$ cat src/rtl/axi4l_arbiter_2to1.sv
// Two-master AXI4-Lite arbiter onto one slave port.
// One transaction in flight, round-robin ownership.
module axi4l_arbiter_2to1 #(
  parameter int ADDR_WIDTH = 32,
  parameter int DATA_WIDTH = 32
) (
  input  logic                    CLK,
  input  logic                    RSTN,
  input  logic                    M0_AWVALID,
  output logic                    M0_AWREADY,
  input  logic [ADDR_WIDTH-1:0]   M0_AWADDR,
  input  logic [2:0]              M0_AWPROT,
  input  logic                    M0_WVALID,
  output logic                    M0_WREADY,
  input  logic [DATA_WIDTH-1:0]   M0_WDATA,
  input  logic [DATA_WIDTH/8-1:0] M0_WSTRB,
  output logic                    M0_BVALID,
  input  logic                    M0_BREADY,
  output logic [1:0]              M0_BRESP,
  input  logic                    M0_ARVALID,
  output logic                    M0_ARREADY,
  input  logic [ADDR_WIDTH-1:0]   M0_ARADDR,
  input  logic [2:0]              M0_ARPROT,
  output logic                    M0_RVALID,
  input  logic                    M0_RREADY,
  output logic [DATA_WIDTH-1:0]   M0_RDATA,
  output logic [1:0]              M0_RRESP,
  input  logic                    M1_AWVALID,
  output logic                    M1_AWREADY,
  input  logic [ADDR_WIDTH-1:0]   M1_AWADDR,
  input  logic [2:0]              M1_AWPROT,
  input  logic                    M1_WVALID,
  output logic                    M1_WREADY,
  input  logic [DATA_WIDTH-1:0]   M1_WDATA,
  input  logic [DATA_WIDTH/8-1:0] M1_WSTRB,
  output logic                    M1_BVALID,
  input  logic                    M1_BREADY,
  output logic [1:0]              M1_BRESP,
  input  logic                    M1_ARVALID,
  output logic                    M1_ARREADY,
  input  logic [ADDR_WIDTH-1:0]   M1_ARADDR,
  input  logic [2:0]              M1_ARPROT,
  output logic                    M1_RVALID,
  input  logic                    M1_RREADY,
  output logic [DATA_WIDTH-1:0]   M1_RDATA,
  output logic [1:0]              M1_RRESP,
  output logic                    S_AWVALID,
  input  logic                    S_AWREADY,
  output logic [ADDR_WIDTH-1:0]   S_AWADDR,
  output logic [2:0]              S_AWPROT,
  output logic                    S_WVALID,
  input  logic                    S_WREADY,
  output logic [DATA_WIDTH-1:0]   S_WDATA,
  output logic [DATA_WIDTH/8-1:0] S_WSTRB,
  input  logic                    S_BVALID,
  output logic                    S_BREADY,
  input  logic [1:0]              S_BRESP,
  output logic                    S_ARVALID,
  input  logic                    S_ARREADY,
  output logic [ADDR_WIDTH-1:0]   S_ARADDR,
  output logic [2:0]              S_ARPROT,
  input  logic                    S_RVALID,
  output logic                    S_RREADY,
  input  logic [DATA_WIDTH-1:0]   S_RDATA,
  input  logic [1:0]              S_RRESP,
  output logic [1:0]              GRANT,
  output logic                    BUSY
);

  typedef enum logic [2:0] {
    IDLE, WR, WR_RESP, RD, RD_RESP
  } state_e;

  state_e     state_q;
  logic [1:0] grant_q;
  logic       last_q;
  logic       aw_done_q;
  logic       w_done_q;

  logic own, req0, req1, win, win_aw;
  logic in_wr, in_wrr, in_rd, in_rdr;
  logic aw_en, w_en, sel0, sel1;
  logic aw_hs, w_hs, b_hs, ar_hs, r_hs;

  assign own    = grant_q[1];
  assign GRANT  = grant_q;
  assign BUSY   = (state_q != IDLE);
  assign req0   = M0_AWVALID | M0_ARVALID;
  assign req1   = M1_AWVALID | M1_ARVALID;
  // on a tie, the master not served last wins
  assign win    = (req0 & req1) ? ~last_q : req1;
  assign win_aw = win ? M1_AWVALID : M0_AWVALID;

  assign in_wr  = (state_q == WR);
  assign in_wrr = (state_q == WR_RESP);
  assign in_rd  = (state_q == RD);
  assign in_rdr = (state_q == RD_RESP);
  assign aw_en  = in_wr & ~aw_done_q;
  assign w_en   = in_wr & ~w_done_q;
  assign sel0   = BUSY & ~own;
  assign sel1   = BUSY & own;

  assign S_AWVALID = aw_en & (own ? M1_AWVALID : M0_AWVALID);
  assign S_AWADDR  = !aw_en ? '0 : own ? M1_AWADDR : M0_AWADDR;
  assign S_AWPROT  = !aw_en ? '0 : own ? M1_AWPROT : M0_AWPROT;
  assign S_WVALID  = w_en & (own ? M1_WVALID : M0_WVALID);
  assign S_WDATA   = !w_en ? '0 : own ? M1_WDATA : M0_WDATA;
  assign S_WSTRB   = !w_en ? '0 : own ? M1_WSTRB : M0_WSTRB;
  assign S_BREADY  = in_wrr & (own ? M1_BREADY : M0_BREADY);
  assign S_ARVALID = in_rd & (own ? M1_ARVALID : M0_ARVALID);
  assign S_ARADDR  = !in_rd ? '0 : own ? M1_ARADDR : M0_ARADDR;
  assign S_ARPROT  = !in_rd ? '0 : own ? M1_ARPROT : M0_ARPROT;
  assign S_RREADY  = in_rdr & (own ? M1_RREADY : M0_RREADY);

  assign M0_AWREADY = aw_en & sel0 & S_AWREADY;
  assign M0_WREADY  = w_en & sel0 & S_WREADY;
  assign M0_BVALID  = in_wrr & sel0 & S_BVALID;
  assign M0_BRESP   = (in_wrr & sel0) ? S_BRESP : '0;
  assign M0_ARREADY = in_rd & sel0 & S_ARREADY;
  assign M0_RVALID  = in_rdr & sel0 & S_RVALID;
  assign M0_RDATA   = (in_rdr & sel0) ? S_RDATA : '0;
  assign M0_RRESP   = (in_rdr & sel0) ? S_RRESP : '0;

  assign M1_AWREADY = aw_en & sel1 & S_AWREADY;
  assign M1_WREADY  = w_en & sel1 & S_WREADY;
  assign M1_BVALID  = in_wrr & sel1 & S_BVALID;
  assign M1_BRESP   = (in_wrr & sel1) ? S_BRESP : '0;
  assign M1_ARREADY = in_rd & sel1 & S_ARREADY;
  assign M1_RVALID  = in_rdr & sel1 & S_RVALID;
  assign M1_RDATA   = (in_rdr & sel1) ? S_RDATA : '0;
  assign M1_RRESP   = (in_rdr & sel1) ? S_RRESP : '0;

  assign aw_hs = S_AWVALID & S_AWREADY;
  assign w_hs  = S_WVALID & S_WREADY;
  assign b_hs  = S_BVALID & S_BREADY;
  assign ar_hs = S_ARVALID & S_ARREADY;
  assign r_hs  = S_RVALID & S_RREADY;

  always_ff @(posedge CLK or negedge RSTN) begin
    if (!RSTN) begin
      state_q   <= IDLE;
      grant_q   <= '0;
      last_q    <= 1'b1;
      aw_done_q <= 1'b0;
      w_done_q  <= 1'b0;
    end else begin
      unique case (state_q)
        IDLE: begin
          if (req0 | req1) begin
            grant_q <= win ? 2'b10 : 2'b01;
            state_q <= win_aw ? WR : RD;
          end
        end
        WR: begin
          if ((aw_done_q | aw_hs) & (w_done_q | w_hs)) begin
            state_q   <= WR_RESP;
            aw_done_q <= 1'b0;
            w_done_q  <= 1'b0;
          end else begin
            if (aw_hs) aw_done_q <= 1'b1;
            if (w_hs)  w_done_q  <= 1'b1;
          end
        end
        WR_RESP: begin
          if (b_hs) begin
            state_q <= IDLE;
            grant_q <= '0;
            last_q  <= own;
          end
        end
        RD: begin
          if (ar_hs) state_q <= RD_RESP;
        end
        RD_RESP: begin
          if (r_hs) begin
            state_q <= IDLE;
            grant_q <= '0;
            last_q  <= own;
          end
        end
        default: state_q <= IDLE;
      endcase
    end
  end

endmodule

$ cat config.mk
export PLATFORM = sky130hd
export DESIGN_NAME = axi4l_arbiter_2to1
export DESIGN_NICKNAME = d
export VERILOG_FILES = /design/src/rtl/axi4l_arbiter_2to1.sv
export SDC_FILE = /design/constraint.sdc
export NUM_CORES = 1
export LEC_CHECK = 0
export ABC_AREA = 1
export BUFFER_PORTS_ARGS = -buffer_cell sky130_fd_sc_hd__buf_2
export CAP_MARGIN = 25
export CORE_AREA = 4 4 177 179
export DETAILED_ROUTE_END_ITERATION = 16
export DIE_AREA = 0 0 181 183
export HOLD_SLACK_MARGIN = 0.06
export PLACE_DENSITY = 0.41
export SYNTH_ARGS = -nofsm -noshare
export SYNTH_HDL_FRONTEND = slang
export SYNTH_SLANG_ARGS = --single-unit
$ cat constraint.sdc
create_clock -name CLK -period 4.1 [get_ports CLK]
set_clock_uncertainty 0.05 [all_clocks]
set_input_delay 0.82 -clock CLK [delete_from_list [all_inputs] [get_ports CLK]]
set_output_delay 0.82 -clock CLK [all_outputs]
set_load 0.03 [all_outputs]
Word-level counts from Yosys, hierarchy flattened
Cells that the tools add are included.

word-level totals
  word-level logic and storage cells = 114
  flip-flop bits (word level) = 8
  output and inout bits = 196

operators by class
  multiplexer cells = 44
  eq/ne operators = 9
  reduce and logical (&&, ||, !) cells = 11
  bitwise operators = 45

operators by type and width
  kind                                                                     count
  32-bit two-way mux                                                       8
  1-bit bitwise AND                                                        36
  3-bit two-way mux                                                        9
  2-bit two-way mux                                                        9
  3-bit case mux with 5 select lines                                       1
  1-bit two-way mux                                                        13
  4-bit two-way mux                                                        2
  2-bit by 1-bit inequality test with 1-bit output, second input constant  4
  3-bit by 2-bit == test with 1-bit output, second input constant          2
  2-bit case mux with 3 select lines                                       1
  2-bit nonzero test                                                       3
  3-bit nonzero test                                                       2
  1-bit bitwise OR                                                         5
  5-bit AND reduction                                                      1
  1-bit NOT                                                                4
  2-bit AND reduction                                                      2
  4-bit AND reduction                                                      1
  3-bit by 1-bit == test with 1-bit output, second input constant          1
  3-bit == test, second input constant                                     1
  3-bit zero test                                                          1
  3-bit AND reduction                                                      1
  2-bit inequality test, second input constant                             1
  1-bit case mux with 2 select lines                                       1

Longest topological paths before layout
  word-level depth = 8
  gate-level depth with buffers = 10

Worst setup path after synthesis
No wires, ideal clock.

  path kind = register to output
  from = register grant_q[1] (netlist: GRANT[1])
  to = output port M1_ARREADY
  arrival = 1955 ps
  path slack = 1275 ps
  cell stages (with the launch flop) = 6
  required time = 3230 ps
  path through = dfrtp_1 -> buf_2 -> buf_2 -> clkbuf_1 -> nand2_1 -> nor3_1

on the way
  cells in the longest elaborated chain, start to end = 3

RTL lines
  item                             RTL line  text
  start: declaration               75        logic [1:0] grant_q;
  start signal: assignment         150       grant_q <= win ? 2'b10 : 2'b01;
  1-bit bitwise AND                101       assign sel1 = BUSY & own;
  1-bit bitwise AND (2 in series)  128       assign M1_ARREADY = in_rd & sel1 & S_ARREADY;
  end: declaration                 40        output logic M1_ARREADY,

Every way passes these cells.

Worst setup path in the final report
  from = register grant_q[1] (netlist: GRANT[1])
  to = output port M0_BRESP[1]

on the way
  cells in the longest elaborated chain, start to end = 4

RTL lines
  item               RTL line  text
  1-bit NOT          100       assign sel0 = BUSY & ~own;
  1-bit bitwise AND  100
  1-bit bitwise AND  118       assign M0_BRESP = (in_wrr & sel0) ? S_BRESP : '0;
  2-bit two-way mux  118
  end: declaration   19        output logic [1:0] M0_BRESP,

Every way passes these cells.

==> impl_metrics.toml <==
[outcome]
status = "completed"

[synthesis]
ys_seq_elements = 8
yosysTopAreaCellShare = 0.435
syn_inst = 669
synth_area_leaders = "nand2_1, inv_1, a21oi_1, nor2_1, dfrtp_1"
synth_fp_nets = 934
synth_top_cell_by_area = "nand2_1"
synth_area_per_cell_um2 = 4.29
syn-cell-area_mm2 = 0.00287
yosysUniqueCellTypes = 20
yosysWarnings = 0
seq_area_frac_synth = 0.0702

[pwr]
p_switching_mw = 2.01
power_frac_comb = 0.888
pwr-share-clk = 0.058
total_power_mw = 2.93
ir_worst_vdd_mv = 0.222
p_int_mw = 0.914
seqPwrFrac = 0.054
power.density_mw_per_mm2 = 522
swShare = 0.688
leakage_nw = 4.05

[place]
io_buffers = 460
gp_congestion = 0.898
dp_hpwl_mm = 19.0
place_inst = 1483

[grt]
grt_max_degree = 76
grt-ovfl-total = 0
track_usage = 0.118
grt_first_pass_wirelength_mm = 31.3
antenna_found_initial = 1
first_global_vias = 5378

[setup_path]
crit_required_ns = 3.23
path_cells = "inv_4, buf_12, nand2_1, nor2_1, buf_2"
critPathKind = "reg2out"
crit_fanout = 71
cpPeakStageDelay_ns = 0.50
crit_slowest_cell = "dfrtp_4"
cp_top_family = "buffers and inverters"
cp.arrival_ns = 2.09
rrSetupSlack_ns = 1.82
reg2reg_to = "GRANT[1]$_DFFE_PN0P_"
crit_path_end_kind = "output pin"
r2r_cells = 10
cp-start-kind = "flop"
reg2reg_from = "GRANT[1]$_DFFE_PN0P_"
crit_buf_inv = 3

[finish]
final_layout_size_suffix_gt1_frac = 0.436
layout.cells.non_filler = 1487
diodes = 0
area_growth_pct = 95.4
nets = 1363

[timing]
slew_headroom = 0.498
rsz0062_at_grt = "false"
max_freq_mhz = 338
tightest_slew_ns = 0.752
min_period_ns = 2.96
drv_slew = 0
setup_tns_ns = 0
timing.final.crit_share = 0.722
timing_hold_violations_final = 0
setup_viol = 0

[detailed_routing]
drc_errors = 0
drt-total-wl_mm = 21.8
dr.pass1.iters = 4
drt_iter0_markers = 171
vias = 5501
via_per_inst = 3.70
postRouteAntennaNets = 0
avgRoutedWirePerCell_um = 14.7

[cts]
cts_resized = 0
post_cts_buffers = 0
ctsLongestPathBuffers = 2
clock_latency_ns = 0.23
htree_levels = 1
tritoncts = "built"
clk_pin_slew_worst_paths_ns = 0.04
cts_root_buf = "clkbuf_16"
clock-sinks = 8
cts_made_buffers = 3
ctsHoldBuffers = 0

[floorplan]
fp.dieW_um = 181
core-area_mm2 = 0.0296
pin_count = 461
rows = 63
start_util = 0.0971
die_h_um = 183
dieArea_mm2 = 0.0331

[hold_path]
hp-class = "in2async"

[run]
cap_viol_max_count = 0
==> worst register-to-register path: cells and delay by family (launching register included) <==
kind            cells  cell delay [ns]
compound gates      1             0.09
flops               1             0.50
simple gates        6             0.80
buf+inv             3             0.75
==> Yosys cell counts <==
cell type / n
buf_4: 1
nor2_1: 86
o21ai_1: 3
dfstp_2: 1
o21ai_0: 2
clkbuf_1: 18
buf_2: 18
nor2_2: 1
nand3_1: 9
inv_1: 99
nor3_2: 1
nand3_2: 1
buf_6: 3
dfrtp_1: 7
a21boi_0: 2
nand2_1: 333
nor3_1: 7
buf_1: 2
a21oi_1: 72
inv_2: 3
==> power by group through the flow <==
| stage | clock [mW] | combinational [mW] | sequential, mW |
|---|---|---|---|
| finish | 0.171 | 2.60 | 0.157 |
| global route | 0.180 | 2.85 | 0.163 |
| CTS | 0.174 | 2.66 | 0.157 |
| detailed placement | 0 | 2.65 | 0.157 |
| global placement | 0 | 2.66 | 0.157 |
| floorplan | 0 | 1.79 | 0.160 |
==> registers in the layout, summed over array words and instances, names as in the netlist <==
name and cells:
last_q 1, state_q 3, GRANT 2, w_done_q 1, aw_done_q 1
==> stage by stage <==
stage | utilization | setup slack, ns | hold slack (ns) | cell area (µm²)
after detailed placement | 0.187 | 1.36 | 0.429 | 5530
after global routing | 0.190 | 1.03 | 0.401 | 5610
after global placement | 0.187 | 1.37 | 0.430 | 5530
after CTS | 0.190 | 1.11 | 0.399 | 5610
after floorplan | - | 1.28 | 0.415 | 2870
final | 0.190 | 1.14 | 0.381 | 5610
==> logic make-up (layout without fill, tap and decap cells) <==
logic type	after synthesis	count (layout)	synth area share
AO/OA/AOI/OAI	79	79	0.139
AND/OR/NAND/NOR	438	438	0.585
buffers and inverters	144	572	0.205
flip-flops	8	8	0.0702
==> cell type report <==
type / instances / area [µm²]
flip-flops and latches: 8 / 205
well taps: 390 / 488
inverters: 102 / 385
clock buffers: 4 / 78.8
fillers: 3543 / 24000
repair buffers: 466 / 2370
multi-input cells: 517 / 2080
==> routing by layer <==
| metal | share of wire | GRT usage | vias up |
|---|---|---|---|
| met4 | 0.014 | 0.0204 | 2 |
| met1 | 0.38 | 0.132 | 2350 |
| met2 | 0.52 | 0.233 | 313 |
| met5 | 0.00060 | 0 | - |
| li1 | - | - | 2820 |
| met3 | 0.091 | 0.0256 | 16 |
==> how the worst max path moves through the flow <==
stage / slack, ns / cells past startpoint / to / from
finish: 1.14 / 5 / M0_BRESP[1] / GRANT[1]$_DFFE_PN0P_
global route: 1.03 / 5 / M0_BRESP[1] / GRANT[1]$_DFFE_PN0P_
CTS: 1.11 / 5 / M0_BRESP[1] / GRANT[1]$_DFFE_PN0P_
detailed placement: 1.36 / 5 / M0_BRESP[1] / GRANT[1]$_DFFE_PN0P_
global placement: 1.37 / 5 / M0_BRESP[1] / GRANT[1]$_DFFE_PN0P_
floorplan: 1.28 / 5 / M1_ARREADY / GRANT[1]$_DFFE_PN0P_
==> layout by cell type, fill, tap and decap left out, drive strengths merged <==
| cell | netlist | layout |
|---|---|---|
| clkbuf | 18 | 4 |
| dfrtp | 7 | 7 |
| buf | 24 | 466 |
| a21boi | 2 | 2 |
| nor3 | 8 | 8 |
| nand2 | 333 | 333 |
| a21oi | 72 | 72 |
| dfstp | 1 | 1 |
| nor2 | 87 | 87 |
| inv | 102 | 102 |
| o21ai | 5 | 5 |
| nand3 | 10 | 10 |
No activity file was read; power rests on OpenSTA's default activity.
